File: config.mk
export PLATFORM = sky130hd
export DESIGN_NAME = jump_distance_gen_flat
export DESIGN_NICKNAME = d
export VERILOG_FILES = /design/src/rtl/jump_distance_gen_if.sv /design/src/rtl/jump_distance_gen.sv /design/src/flat_wrapper.sv
export SDC_FILE = /design/constraint.sdc
export NUM_CORES = 1
export LEC_CHECK = 0
export BUFFER_PORTS_ARGS = -buffer_cell sky130_fd_sc_hd__buf_4
export CAP_MARGIN = 5
export CELL_PAD_IN_SITES_DETAIL_PLACEMENT = 2
export CELL_PAD_IN_SITES_GLOBAL_PLACEMENT = 2
export CORE_MARGIN = 2
export CORE_UTILIZATION = 24
export DETAILED_ROUTE_END_ITERATION = 10
export PLACE_DENSITY_LB_ADDON = 0.25
export SLEW_MARGIN = 20
export SYNTH_ARGS = -nofsm -noshare
export SYNTH_HDL_FRONTEND = slang
export SYNTH_SLANG_ARGS = --single-unit
File: constraint.sdc
create_clock -name clk_jump_distance_gen -period 3.9 [get_ports clk_jump_distance_gen]
set_input_delay 0.78 -clock clk_jump_distance_gen [delete_from_list [all_inputs] [get_ports clk_jump_distance_gen]]
set_output_delay 0.78 -clock clk_jump_distance_gen [all_outputs]
set_load 0.005 [all_outputs]
File: src/rtl/jump_distance_gen_if.sv
// Handshake bundle between game control, the roll counter and jump_distance_gen.
// The generator connects through the slave modport; the controlling side uses master.
interface jump_distance_gen_if #(
    parameter int RAND_WIDTH = 7,
    parameter int OUT_WIDTH  = 8
);
    logic [RAND_WIDTH-1:0] i_random_binary;
    logic                  i_req;
    logic                  i_ack;
    logic                  o_roll;
    logic                  o_busy;
    logic                  o_valid;
    logic [OUT_WIDTH-1:0]  o_distance;

    modport slave (
        input  i_random_binary,
        input  i_req,
        input  i_ack,
        output o_roll,
        output o_busy,
        output o_valid,
        output o_distance
    );

    modport master (
        output i_random_binary,
        output i_req,
        output i_ack,
        input  o_roll,
        input  o_busy,
        input  o_valid,
        input  o_distance
    );
endinterface

File: src/rtl/jump_distance_gen.sv
// Reduces a sampled random word into [MIN_VAL, MAX_VAL] by repeated subtraction.
// Optional JUMP_DISTANCE_NO_REPEAT_EN: never deliver the same distance twice in a row.
module jump_distance_gen #(
    parameter int RAND_WIDTH = 7,
    parameter int OUT_WIDTH  = 8,
    parameter int MIN_VAL    = 20,
    parameter int MAX_VAL    = 100
) (
    input  logic               clk_jump_distance_gen,
    input  logic               rst_jump_distance_gen,
    jump_distance_gen_if.slave bus
);
    localparam int AW = ((RAND_WIDTH > OUT_WIDTH) ? RAND_WIDTH : OUT_WIDTH) + 1;
    localparam logic [AW-1:0] RANGE = AW'(MAX_VAL - MIN_VAL + 1);
    localparam logic [AW-1:0] MIN_A = AW'(MIN_VAL);
    localparam logic [OUT_WIDTH-1:0] MIN_O = OUT_WIDTH'(MIN_VAL);

    localparam logic [1:0] ST_IDLE   = 2'd0;
    localparam logic [1:0] ST_SAMPLE = 2'd1;
    localparam logic [1:0] ST_REDUCE = 2'd2;
    localparam logic [1:0] ST_DONE   = 2'd3;

    logic [1:0]           state_q, state_d;
    logic [AW-1:0]        rem_q, rem_d;
    logic                 valid_q, valid_d;
    logic [OUT_WIDTH-1:0] dist_q, dist_d;
    logic [AW-1:0]        cand_w;
    logic [AW-1:0]        deliver_w;

    assign cand_w = MIN_A + rem_q;

`ifdef JUMP_DISTANCE_NO_REPEAT_EN
    localparam logic [AW-1:0] MAX_A = AW'(MAX_VAL);

    logic [AW-1:0] last_q;
    logic          last_vld_q;

    // Bump a repeat to the next value, wrapping MAX back to MIN; a one-value range cannot avoid repeats.
    always_comb begin
        deliver_w = cand_w;
        if (last_vld_q && (RANGE > AW'(1)) && (cand_w == last_q)) begin
            deliver_w = (cand_w == MAX_A) ? MIN_A : cand_w + AW'(1);
        end
    end

    always_ff @(posedge clk_jump_distance_gen or posedge rst_jump_distance_gen) begin
        if (rst_jump_distance_gen) begin
            last_q     <= '0;
            last_vld_q <= 1'b0;
        end else if (state_q == ST_REDUCE && rem_q < RANGE) begin
            last_q     <= deliver_w;
            last_vld_q <= 1'b1;
        end
    end
`else
    assign deliver_w = cand_w;
`endif

    always_comb begin
        state_d = state_q;
        rem_d   = rem_q;
        valid_d = valid_q;
        dist_d  = dist_q;
        case (state_q)
            ST_IDLE: begin
                if (bus.i_req) begin
                    rem_d   = {{(AW-RAND_WIDTH){1'b0}}, bus.i_random_binary};
                    state_d = ST_SAMPLE;
                end
            end
            ST_SAMPLE: begin
                state_d = ST_REDUCE;
            end
            ST_REDUCE: begin
                if (rem_q >= RANGE) begin
                    rem_d = rem_q - RANGE;
                end else begin
                    dist_d  = OUT_WIDTH'(deliver_w);
                    valid_d = 1'b1;
                    state_d = ST_DONE;
                end
            end
            default: begin
                // A simultaneous request is dropped: the requester re-asserts from IDLE.
                if (bus.i_ack) begin
                    valid_d = 1'b0;
                    state_d = ST_IDLE;
                end
            end
        endcase
    end

    always_ff @(posedge clk_jump_distance_gen or posedge rst_jump_distance_gen) begin
        if (rst_jump_distance_gen) begin
            state_q <= ST_IDLE;
            rem_q   <= '0;
            valid_q <= 1'b0;
            dist_q  <= MIN_O;
        end else begin
            state_q <= state_d;
            rem_q   <= rem_d;
            valid_q <= valid_d;
            dist_q  <= dist_d;
        end
    end

    // Roll only while idle so the sampled word stays frozen during reduction.
    assign bus.o_roll     = (state_q == ST_IDLE);
    assign bus.o_busy     = (state_q != ST_IDLE);
    assign bus.o_valid    = valid_q;
    assign bus.o_distance = dist_q;
endmodule
File: src/flat_wrapper.sv
// flat-port wrapper written by rule: the top's interface ports become plain ports
module jump_distance_gen_flat 
#(
    parameter int RAND_WIDTH = 7,
    parameter int OUT_WIDTH  = 8,
    parameter int MIN_VAL    = 20,
    parameter int MAX_VAL    = 100
)
  (clk_jump_distance_gen, rst_jump_distance_gen, bus_i_random_binary, bus_i_req, bus_i_ack, bus_o_roll, bus_o_busy, bus_o_valid, bus_o_distance);
  jump_distance_gen_if #(.RAND_WIDTH(RAND_WIDTH), .OUT_WIDTH(OUT_WIDTH)) bus_i ();
  input  logic clk_jump_distance_gen;
  input  logic rst_jump_distance_gen;
  input wire logic [$bits(bus_i.i_random_binary)-1:0] bus_i_random_binary;
  input wire logic [$bits(bus_i.i_req)-1:0] bus_i_req;
  input wire logic [$bits(bus_i.i_ack)-1:0] bus_i_ack;
  output wire logic [$bits(bus_i.o_roll)-1:0] bus_o_roll;
  output wire logic [$bits(bus_i.o_busy)-1:0] bus_o_busy;
  output wire logic [$bits(bus_i.o_valid)-1:0] bus_o_valid;
  output wire logic [$bits(bus_i.o_distance)-1:0] bus_o_distance;
  assign bus_i.i_random_binary = bus_i_random_binary;
  assign bus_i.i_req = bus_i_req;
  assign bus_i.i_ack = bus_i_ack;
  assign bus_o_roll = bus_i.o_roll;
  assign bus_o_busy = bus_i.o_busy;
  assign bus_o_valid = bus_i.o_valid;
  assign bus_o_distance = bus_i.o_distance;
  jump_distance_gen #(.RAND_WIDTH(RAND_WIDTH), .OUT_WIDTH(OUT_WIDTH), .MIN_VAL(MIN_VAL), .MAX_VAL(MAX_VAL)) u_core (.clk_jump_distance_gen(clk_jump_distance_gen), .rst_jump_distance_gen(rst_jump_distance_gen), .bus(bus_i));
endmodule
### Yosys cells after proc, flatten, opt, wreduce, memory -nomap -nowiden

Cells that the tools add are included.

* register bits after elaboration: 20
* bits in latches: 0
* bits in writable memories: 0
* memory bits (read-only): 0
* input bits: 11
* output and inout port bits: 11
* logic and storage cells: 34
* memories: 0

* $add $sub $neg: 2
* multipliers: 0
* divide/modulo/power cells: 0
* $lt $le $gt $ge: 1
* equal/unequal tests: 5
* shifts and indexed selects: 0
* mux-type cells: 10
* bitwise operators: 2
* reductions and logical operators: 10

Operator list (number)
* $mux 9: 2
* $pmux 9 s2: 1
* $ge 9x7->1 const B: 1
* $reduce_and 3->1: 3
* $sub 9x7->9 const B: 1
* $add 5x8->8 const A: 1
* $mux 2: 3
* $pmux 2 s3: 1
* $reduce_bool 2->1: 3
* $ne 2x2->1 const B: 2
* $reduce_bool 4->1: 1
* $eq 2x1->1 const B: 1
* $eq 2x2->1 const B: 1
* $logic_not 2->1: 1
* $mux 1: 2
* $ne 2x1->1 const B: 1
* $not 1->1: 2
* $pmux 1 s2: 1
* $reduce_and 2->1: 1
* $reduce_or 2->1: 1

### Longest topological paths before layout

* word-level depth: 4
* depth in mapped cells: 8
* gate-level depth less buffers: 7

### Worst setup path before layout

OpenSTA, ideal clock, no wires.

* path kind: reg-to-reg
* start: reg u_core.rem_q[2]
* end: reg u_core.state_q[1]
* setup time: 0.126 ns
* arrival: 1.787 ns
* data required time: 3.774 ns
* slack: 1.987 ns
* cell stages (with the launch flop): 7
* buffers on the path: 1
* clock period less this slack: 1.913 ns
* path through: dfrtp_1 -> or4_4 -> a21o_1 -> or2_1 -> buf_2 -> a211oi_1 -> o2bb2ai_1

* cells in the longest elaborated chain, start to end: 3

Ends and longest elaborated chain
* start: declaration: RTL line jump_distance_gen.sv:24 `logic [AW-1:0] rem_q, rem_d;`
* start signal: assignment: RTL line jump_distance_gen.sv:101 `rem_q <= rem_d;`
* $ge 9x7->1: RTL line jump_distance_gen.sv:75 `if (rem_q >= RANGE) begin`
* $ne 2x2->1 (no source line)
* $reduce_and 3->1 (no source line)
* end signal: assignment: RTL line jump_distance_gen.sv:100 `state_q <= state_d;`
* end: declaration: RTL line jump_distance_gen.sv:23 `logic [1:0] state_q, state_d;`

Every way passes these cells.
A chain may end at the register's enable or synchronous reset.

### Final worst setup path

* start: reg u_core.state_q[0]
* end: reg u_core.dist_q[3], in the netlist u_core.bus.o_distance[3]

* cells in the longest elaborated chain, start to end: 2

Ends and longest elaborated chain
* $eq 2x2->1: RTL line jump_distance_gen.sv:64 `case (state_q)`
* $reduce_and 2->1 (no source line)
* end signal: assignment: RTL line jump_distance_gen.sv:103 `dist_q <= dist_d;`
* end: declaration: RTL line jump_distance_gen.sv:26 `logic [OUT_WIDTH-1:0] dist_q, dist_d;`

Every way passes these cells.

==> impl_metrics.yaml <==
routing:
  wl_per_cell_um: 15.8
  vias_per_cell: 4.86
  post-route-drc-count: 0
  final_antenna_net_count: 0
  drt-pass1-iter-count: 3
  routed_wirelength_mm: 3.43
  drt-initial-drc-count: 13
  drt-met1-wl_mm: 1.53
  wl_met3_um: 105
  vias: 1054
  dr_wl_met2_mm: 1.75
  routed.top_layer: "met4"
hold_path:
  hold_class: "reg -> reg"
  min-delay-start: "u_core.bus.o_distance[4]"
pwr:
  peakVddDrop_uv: 215
  comb_power_share_pct: 58.7
  p_clk_share_pct: 10.5
  power_per_cell_area_mw_per_mm2: 921
  power_switching_mw: 0.621
  pwr-share-seq_pct: 30.9
  p_leak_nw: 0.685
  p_int_mw: 0.726
  p_sw_share_pct: 46.1
worst_setup_path:
  critPathKind: "reg -> reg"
  worst_path_most_repeated_cell: "inv_1"
  slowest_stage: "ha_1"
  crit_path_max_fanout: 14
  path_cells: "inv_1 > ha_1 > inv_1 > a211oi_1 > nand2_1 > mux2_2"
  cp-startpoint: "u_core.state_q[0]"
  regToRegStartpoint: "u_core.state_q[0]"
  critical_path_arrival_ns: 2.56
  startpoint_type: "flip-flop"
  required_ns: 4.05
  cpPeakStageDelay_ns: 0.45
  cp-end-kind: "flip-flop"
die:
  start_util_pct: 25.2
  die_h_um: 74.6
  fp.dieW_um: 74.6
  die_area_sq_mm: 0.00557
  io_pins: 22
  core_sq_mm: 0.00475
  core.rowCount: 25
timing:
  tns_ns: 0
  finClkSkew_ns: 0.000674
  rsz0062_at_grt: "false"
  fin_crit_ns: 2.41
  relSlewSlack_pct: 45.9
  finalSetupViolCount: 0
  fmax_mhz: 415
  fin_crit_sh_pct: 61.8
  worstMarginPinSlew_ns: 0.811
  whs_ns: 0.467
  maxSlewViolCount: 0
  hold_violations: 0
final_layout:
  diodes: 0
  nNetsFinal: 171
  fillers: 573
  drive_gt1_share_pct: 22.7
  syn2layout_area_growth_pct: 22.2
  fin_util_pct: 30.8
global_routing:
  grt_remaining_overflow: 0
  grt_pass1_vias: 1182
  grt_usage_pct: 13.8
  grt_pass1_wl_mm: 5.86
  grt_max_degree: 21
  antenna_found_initial: 0
synth:
  netlist_area_sq_mm: 0.00120
  synth-edff-count: 0
  syn_avg_cell_area_sq_um: 9.21
  yosysSeqAreaShare_pct: 42.0
  synth_cell_types: 40
  ys.flop_type: "dfrtp_1"
  syn_nets: 149
  ys_ff_latch: 20
  synthCells: 130
  async_flop_share_pct: 100
  ys.warnings.count: 0
clock_network:
  numCtsBuffers: 3
  postCtsSetupRepairBufs: 0
  ctsHoldBuffers: 0
  root_buffer: "clkbuf_8"
  cts.clk_slew.worst_paths_ns: 0.08
  cts_resized: 0
  cts_htree_levels: 1
  clockBufferDepth: 2
  clkLatencyLatePin_ns: 0.26
  cts_tree: "yes"
  clock-sinks: 20
placement:
  port_buffers: 21
  dp_hpwl_mm: 2.74
  routabilityCongestion: 0.772
job:
  cap_violations: 0
run_status:
  status: "finished, final reports clean"
==> power by group through the flow <==
| stage | logic (mW) | registers [mW] | clock network (mW) |
|---|---|---|---|
| floorplan | 0.568 | 0.388 | 0 |
| global placement | 0.772 | 0.418 | 0 |
| detailed placement | 0.801 | 0.424 | 0 |
| finish | 0.790 | 0.416 | 0.141 |
| CTS | 0.807 | 0.419 | 0.144 |
| global route | 0.906 | 0.436 | 0.151 |
==> critical path: cells and delay by family, from the launching register on <==
kind,cells,cell delay [ns]
compound gates,1,0.40
mux,1,0.37
fa+ha+maj,1,0.45
flops,1,0.41
simple gates,1,0.37
buf+inv,2,0.30
==> registers in the layout, summed over array words and instances (netlist names) <==
register	flops
u_core.rem_q	9
u_core.bus.o_distance	8
u_core.state_q	2
u_core.bus.o_valid	1
==> path summary, 6_finish.rpt <==
path | to | slack, ns | cells past startpoint
hold / removal | u_core.bus.o_distance[4] | 0.47 | 2
hold reg to reg | u_core.bus.o_distance[4] | 0.47 | 2
min in group asynchronous | u_core.bus.o_distance[3] | 0.68 | 2
setup / recovery | u_core.bus.o_distance[3] | 1.49 | 6
max in group asynchronous | u_core.rem_q[5] | 2.72 | 2
setup reg to reg | u_core.bus.o_distance[3] | 1.49 | 6
==> Yosys cell counts (3+ instances only) <==
library cell | number | area [sq um]
a21oi_1 | 8 | 40.0
and2_1 | 3 | 18.8
dfrtp_1 | 18 | 450
ha_1 | 8 | 100
inv_1 | 11 | 41.3
nand2_1 | 18 | 67.6
nand3_1 | 3 | 15.0
nor2_1 | 9 | 33.8
o21ai_0 | 6 | 30.0
o21ai_1 | 4 | 20.0
o221a_2 | 4 | 45.0
==> layout by cell type (no fill, tap or decap) <==
cell type  instances
o41ai_1            1
a211oi_1           2
a41oi_1            1
nand4_1            2
o21ai_1            4
nand2_1           18
a21oi_1            8
or2_1              1
dfrtp_1           18
mux2i_1            1
xnor2_1            1
a211o_1            2
o31ai_1            1
a221o_1            1
nor4_1             1
mux2_2             1
ha_1               8
a41o_1             1
dfstp_2            2
xor2_1             2
a211o_2            1
nor2_1             9
and2_1             3
or4_4              1
nand3_1            3
o22a_2             1
clkbuf_8           3
o2bb2ai_1          1
o311ai_0           2
o221a_2            4
nand2b_1           1
a311oi_1           1
inv_1             11
a31oi_1            1
o21ai_0            6
nor2b_1            1
buf_4             21
o21a_1             2
a21o_1             2
==> logic make-up after synthesis <==
| kind of cell | after synthesis | synth area share (%) |
|---|---|---|
| compound gates | 42 | 25.4 |
| xor+xnor | 3 | 2.19 |
| fa+ha+maj | 8 | 8.36 |
| buf+inv | 15 | 4.91 |
| flops | 20 | 42.0 |
| mux | 2 | 1.78 |
| simple gates | 40 | 15.4 |
==> stage by stage <==
step,worst slack (ns),power (mW),area [sq um],cells
floorplan,1.99,0.956,1200,130
global placement,1.58,1.19,1420,214
detailed placement,1.47,1.22,1420,214
CTS,1.45,1.37,1460,217
global route,1.17,1.49,1460,217
finish,1.49,1.35,1460,217
==> per-layer routing <==
metal / GRT usage, % / up-vias
met5: 0 / -
met4: 4.17 / 0
li1: - / 511
met2: 25.2 / 18
met3: 2.01 / 5
met1: 16.9 / 520
==> area by class of cell <==
| cell class | instances | area, sq um | share of cell area [%] |
|---|---|---|---|
| clock buffer | 3 | 41.3 | 2.82 |
| inverter | 11 | 41.3 | 2.82 |
| multi-input combinational | 95 | 636 | 43.5 |
| sequential | 20 | 503 | 34.4 |
| tap | 67 | 83.8 | 5.73 |
| timing repair buffer | 21 | 158 | 10.8 |
No activity file was read; power rests on OpenSTA's default activity.
